### config.mk
export PLATFORM = sky130hd
export DESIGN_NAME = led_pattern_ctrl
export DESIGN_NICKNAME = d
export VERILOG_FILES = /design/src/rtl/led_pkg.sv /design/src/rtl/led_pattern_ctrl_tick_gen.sv /design/src/rtl/led_pattern_ctrl.sv
export SDC_FILE = /design/constraint.sdc
export NUM_CORES = 1
export LEC_CHECK = 0
export ABC_AREA = 1
export CELL_PAD_IN_SITES_DETAIL_PLACEMENT = 1
export CELL_PAD_IN_SITES_GLOBAL_PLACEMENT = 2
export CORE_ASPECT_RATIO = 1.25
export CORE_MARGIN = 2
export CORE_UTILIZATION = 30
export DETAILED_ROUTE_END_ITERATION = 10
export PLACE_DENSITY = 0.87
export SLEW_MARGIN = 20
export SYNTH_ARGS = -nofsm -noshare
export SYNTH_HDL_FRONTEND = slang
export SYNTH_SLANG_ARGS = --single-unit
### constraint.sdc
create_clock -name clk -period 2.1 [get_ports clk]
set_clock_uncertainty 0.15 [all_clocks]
set_input_delay 0.315 -clock clk [delete_from_list [all_inputs] [get_ports clk]]
set_output_delay 0.315 -clock clk [all_outputs]
set_load 0.02 [all_outputs]
### src/rtl/led_pkg.sv
// Shared types, frame counts and pattern decode for the LED pattern sequencer.
package led_pkg;

    typedef enum logic [1:0] {
        MODE_CHASE  = 2'd0,
        MODE_BOUNCE = 2'd1,
        MODE_BLINK  = 2'd2,
        MODE_BINARY = 2'd3
    } mode_e;

    typedef enum logic [1:0] {
        ST_IDLE   = 2'd0,
        ST_RUN    = 2'd1,
        ST_PAUSED = 2'd2
    } state_e;

    localparam int unsigned FRAMES_CHASE  = 4;
    localparam int unsigned FRAMES_BOUNCE = 6;
    localparam int unsigned FRAMES_BLINK  = 2;
    localparam int unsigned FRAMES_BINARY = 16;
    localparam int unsigned FRAME_W       = 4;

    // Index of the final frame before the pattern wraps to frame 0.
    function automatic logic [FRAME_W-1:0] last_frame(input mode_e mode);
        logic [FRAME_W-1:0] last;
        last = '0;
        case (mode)
            MODE_CHASE:  last = FRAME_W'(FRAMES_CHASE - 1);
            MODE_BOUNCE: last = FRAME_W'(FRAMES_BOUNCE - 1);
            MODE_BLINK:  last = FRAME_W'(FRAMES_BLINK - 1);
            MODE_BINARY: last = FRAME_W'(FRAMES_BINARY - 1);
            default:     last = '0;
        endcase
        return last;
    endfunction

    function automatic logic [3:0] frame_leds(input mode_e mode, input logic [FRAME_W-1:0] f);
        logic [3:0] leds;
        leds = 4'b0000;
        case (mode)
            MODE_CHASE:  leds = 4'b0001 << f[1:0];
            MODE_BOUNCE: begin
                case (f)
                    4'd0:    leds = 4'b0001;
                    4'd1:    leds = 4'b0010;
                    4'd2:    leds = 4'b0100;
                    4'd3:    leds = 4'b1000;
                    4'd4:    leds = 4'b0100;
                    4'd5:    leds = 4'b0010;
                    default: leds = 4'b0000;
                endcase
            end
            MODE_BLINK:  leds = f[0] ? 4'b0000 : 4'b1111;
            MODE_BINARY: leds = f;
            default:     leds = 4'b0000;
        endcase
        return leds;
    endfunction

endpackage

### src/rtl/led_pattern_ctrl_tick_gen.sv
// Step prescaler: period is TICK_DIV >> speed; tick marks the last count of each period.
module tick_gen #(
    parameter int unsigned TICK_DIV = 25000000,
    parameter int unsigned CNT_W    = 25
) (
    input  logic       clk,
    input  logic       reset,
    input  logic       run,
    input  logic       clr,
    input  logic [1:0] speed,
    output logic       tick
);

    logic [CNT_W-1:0] count;
    logic [CNT_W-1:0] period_last;

    assign period_last = (CNT_W'(TICK_DIV) >> speed) - CNT_W'(1);
    assign tick        = run && (count == period_last);

    // Holds whenever neither running nor cleared (paused).
    always_ff @(posedge clk) begin
        if (reset || clr) begin
            count <= '0;
        end else if (run) begin
            count <= tick ? '0 : count + CNT_W'(1);
        end
    end

endmodule

### src/rtl/led_pattern_ctrl.sv
// 4-LED pattern sequencer with config handshake applied on step boundaries.
module led_pattern_ctrl
    import led_pkg::*;
#(
    parameter int unsigned TICK_DIV = 25000000,
    parameter int unsigned CNT_W    = 25
) (
    input  logic       clk,
    input  logic       reset,
    input  logic       enable,
    input  logic       pause,
    input  logic       cfg_valid,
    output logic       cfg_ready,
    input  logic [1:0] cfg_mode,
    input  logic [1:0] cfg_speed,
    output logic [3:0] led,
    output logic       frame_done
);

    state_e             state;
    mode_e              mode;
    mode_e              pend_mode;
    mode_e              idle_mode_c;
    logic [1:0]         speed;
    logic [1:0]         pend_speed;
    logic               pend_valid;
    logic [FRAME_W-1:0] frame;
    logic [FRAME_W-1:0] frame_nxt_c;
    logic               wrap_c;
    logic               run_c;
    logic               clr_c;
    logic               cfg_xfer_c;
    logic               tick;

    // Prescaler counts only in RUN with no pause/disable request pending this cycle.
    assign run_c       = (state == ST_RUN) && enable && !pause;
    assign clr_c       = (state == ST_IDLE) || !enable;
    assign cfg_xfer_c  = cfg_valid && cfg_ready;
    assign wrap_c      = (frame == last_frame(mode));
    assign frame_nxt_c = wrap_c ? '0 : frame + FRAME_W'(1);
    assign idle_mode_c = pend_valid ? pend_mode : mode;

    tick_gen #(
        .TICK_DIV (TICK_DIV),
        .CNT_W    (CNT_W)
    ) u_tick_gen (
        .clk   (clk),
        .reset (reset),
        .run   (run_c),
        .clr   (clr_c),
        .speed (speed),
        .tick  (tick)
    );

    always_ff @(posedge clk) begin
        if (reset) begin
            state      <= ST_IDLE;
            mode       <= MODE_CHASE;
            speed      <= '0;
            frame      <= '0;
            led        <= '0;
            frame_done <= 1'b0;
            pend_valid <= 1'b0;
            pend_mode  <= MODE_CHASE;
            pend_speed <= '0;
            cfg_ready  <= 1'b1;
        end else begin
            frame_done <= 1'b0;

            // cfg_ready is low whenever a config is pending, so capture and apply never collide.
            if (cfg_xfer_c) begin
                pend_valid <= 1'b1;
                pend_mode  <= mode_e'(cfg_mode);
                pend_speed <= cfg_speed;
                cfg_ready  <= 1'b0;
            end

            case (state)
                ST_IDLE: begin
                    if (pend_valid) begin
                        mode       <= pend_mode;
                        speed      <= pend_speed;
                        pend_valid <= 1'b0;
                        cfg_ready  <= 1'b1;
                    end
                    if (enable) begin
                        state <= ST_RUN;
                        frame <= '0;
                        led   <= frame_leds(idle_mode_c, FRAME_W'(0));
                    end
                end
                ST_RUN: begin
                    if (!enable) begin
                        state <= ST_IDLE;
                        frame <= '0;
                        led   <= '0;
                    end else if (pause) begin
                        state <= ST_PAUSED;
                    end else if (tick) begin
                        if (pend_valid) begin
                            mode       <= pend_mode;
                            speed      <= pend_speed;
                            pend_valid <= 1'b0;
                            cfg_ready  <= 1'b1;
                            frame      <= '0;
                            led        <= frame_leds(pend_mode, FRAME_W'(0));
                        end else begin
                            frame      <= frame_nxt_c;
                            led        <= frame_leds(mode, frame_nxt_c);
                            frame_done <= wrap_c;
                        end
                    end
                end
                ST_PAUSED: begin
                    if (!enable) begin
                        state <= ST_IDLE;
                        frame <= '0;
                        led   <= '0;
                    end else if (!pause) begin
                        state <= ST_RUN;
                    end
                end
                default: state <= ST_IDLE;
            endcase
        end
    end

endmodule

==> impl_metrics.ini <==
[yosys]
syn_area_um2 = 3232
yosysMostFrequentCell = nand2_1
synth-main-ff-cell = dfxtp_1
synth_nets = 522
synthArstFlopShare_pct = 0
netlist_top_cells_count = nand2_1 (99), inv_1 (66), nor2_1 (66)
yosysSeqAreaShare_pct = 28.49
synth.area.top_cells = dfxtp_1 (28%), nand2_1 (11%), inv_1 (7.7%)
synth_edf_count = 0
synth_seq_cells = 46
yosysUniqueCellTypes = 40
yosysWarningCount = 0
avgSynthCellArea_um2 = 6.464
synth_top_area_share_pct = 28.49
yosysTopAreaCell = dfxtp_1
netlist_instances = 500

[power_and_ir_drop]
p_int_uw = 1920
p_leak_uw = 0.001921
switching_power_uw = 1109
swShare_pct = 36.61
power.density_nw_per_um2 = 658.5
power_frac_seq_pct = 33.7
power.share.clock_pct = 28.7
combPwrFrac_pct = 37.6
ir_drop_uv = 388.8

[critical_path]
crit_type = flip-flop to flip-flop
cp-end-kind = flip-flop
path_cells = inv_4 > nand2_4 > ha_4 > xor2_2 > nand4_1 > nor2_4 > nand2_4 > nand2_4 > buf_6 > nand3_4 > nor2_2 > nor2_1
crit_arrival_ps = 2100
crit_top_cell = nand2_4
critical_path_required_ps = 2150
crit_path_start_kind = flip-flop
crit_start = speed[0]
timing.rr.start = speed[0]
slowest_stage = dfxtp_4
cp_slowest_stage_delay_ps = 370
path_max_fanout = 4

[placement]
gp_congestion = 0.8951
post-place-ws_ps = -299.2
hpwlAfterDp_um = 8940
dp.cells = 706
io_buffers = 14

[floorplanning]
io_pins = 15
start_util_pct = 30.60
num_rows = 42
dieHeight_um = 120.0
die_x_um = 96.84
core_um2 = 10560
die_area_um2 = 11620

[grt]
grt_pass1_wl_um = 18800
overflow = 0
grt_pass1_vias = 3976
grt_max_degree = 17
antenna_found_initial = 0
track_usage_pct = 19.90

[detailed_routing]
wirelength_um = 11660
via_count = 3678
avgViaCountPerCell = 5.066
detail-route-antenna-nets = 0
post_drt_wl_per_cell_um = 16.06
drc = 0
dr.pass1.iters = 4
drtIter0Drc = 162

[final_layout]
utilization_pct = 43.54
drive_gt1_share_pct = 29.63
multi_input_area_um2 = 2257
fin_cells = 726
area_growth_pct = 42.32
nFillCells = 1380
antenna_cells = 0
seqCellArea_um2 = 938.4
fin_nets = 615

[sta]
fin_ws_ps = 51.79
tightest_slew_ps = 389.4
timing.hold.ws_ps = 337.8
slew_viol_final = 0
fin_tns_setup_ps = 0
fmax_mhz = 488.2
max-slew-margin-rel_pct = 73.80
rsz0062_at_grt = yes
fin_crit_sh_pct = 97.53
setup_viol = 0
min_period_ps = 2048
hold_viol_final = 0

[flow_run]
cap_violations = 0

[clocking]
clockRootBuffer = clkbuf_16
htreeDepth = 2
clockBufferDepth = 2
cts_sinks = 46
numCtsBuffers = 5
clk_pin_slew_worst_paths_ps = 70
cts_tree = done
clock_latency_ps = 300

[run_status]
status = finished, final reports clean

[worst_hold_path]
min_path_type = flip-flop to flip-flop
hold_start = mode[1]
==> routing by layer <==
metal / global-route usage [%] / routed length, µm / vias up
met4: 8.099 / 343 / 0
met3: 2.504 / 246 / 22
met1: 20.88 / 4584 / 1782
li1: - / - / 1816
met5: 0 / 0 / -
met2: 39.41 / 6485 / 58
==> area by class of cell <==
class,instances,area share (%)
repair buffers,97,17.11
clock inverters,2,0.3536
clock buffers,6,3.020
inverters,77,6.447
well taps,132,3.591
multi-input cells,366,49.07
flip-flops and latches,46,20.40
==> metrics by stage <==
stage / instance area, µm² / total power [µW]
floorplan: 3232 / 1568
global placement: 4014 / 1934
detailed placement: 4014 / 1973
CTS: 4259 / 2896
global route: 4599 / 3208
finish: 4599 / 3029
==> worst max-delay path, delay by kind of cell (launching register included) <==
kind / cells / cell delay [ps]
simple gates: 8 / 820
flops: 1 / 370
fa+ha+maj: 1 / 260
xor+xnor: 1 / 170
buf+inv: 2 / 170
==> worst paths after layout <==
| path | endpoint | slack [ps] | cells after the start |
|---|---|---|---|
| setup / recovery | led[0] | 50 | 12 |
| hold / removal | mode[1] | 340 | 2 |
| hold reg to reg | mode[1] | 340 | 2 |
| setup reg to reg | led[0] | 50 | 12 |
==> registers in the layout, indices dropped and copies added (netlist names), 2 cells and up <==
name / count
u_tick_gen.count: 25
frame: 4
led: 4
mode: 2
pend_mode: 2
pend_speed: 2
speed: 2
state: 2
==> cell usage in the layout (no fill, tap or decap), types with 6 or more instances in the layout <==
cell,count
nor2_4,9
nor2_1,55
dfxtp_1,38
inv_2,14
nand4_1,17
nand2_2,8
nor4_1,7
inv_1,60
ha_1,8
nor2_2,6
nand3_1,19
o21ai_1,13
xor2_1,10
a21oi_1,29
o21ai_0,23
clkdlybuf4s50_1,12
nand2_4,6
buf_4,79
nand2_1,92
nor3_1,15
==> repair_timing <==
action | in CTS | in global routing
setup buffers | 1 | 12
endpoints found under the setup margin | 33 | 37
gates resized for setup | 20 | 72
endpoints found under the hold margin | 0 | 0
hold buffers | 0 | 0
pin swaps | 6 | 24
==> kinds of logic (layout without fill, tap and decap cells) <==
logic type | Yosys count | after routing | share of synthesized area (%)
AO/OA/AOI/OAI | 85 | 85 | 14.52
buffers and inverters | 88 | 182 | 10.84
XOR/XNOR | 11 | 11 | 2.981
adder cells (fa/ha/maj) | 13 | 13 | 5.033
flip-flops | 46 | 46 | 28.49
AND/OR/NAND/NOR | 257 | 257 | 38.13
==> power by group through the flow <==
stage | Clock [µW] | Combinational (µW) | Sequential, µW
finish | 869 | 1140 | 1020
global route | 923 | 1250 | 1040
CTS | 889 | 990 | 1020
detailed placement | 0 | 938 | 1030
global placement | 0 | 904 | 1030
floorplan | 0 | 535 | 1030
Power figures use the tool's default switching activity.
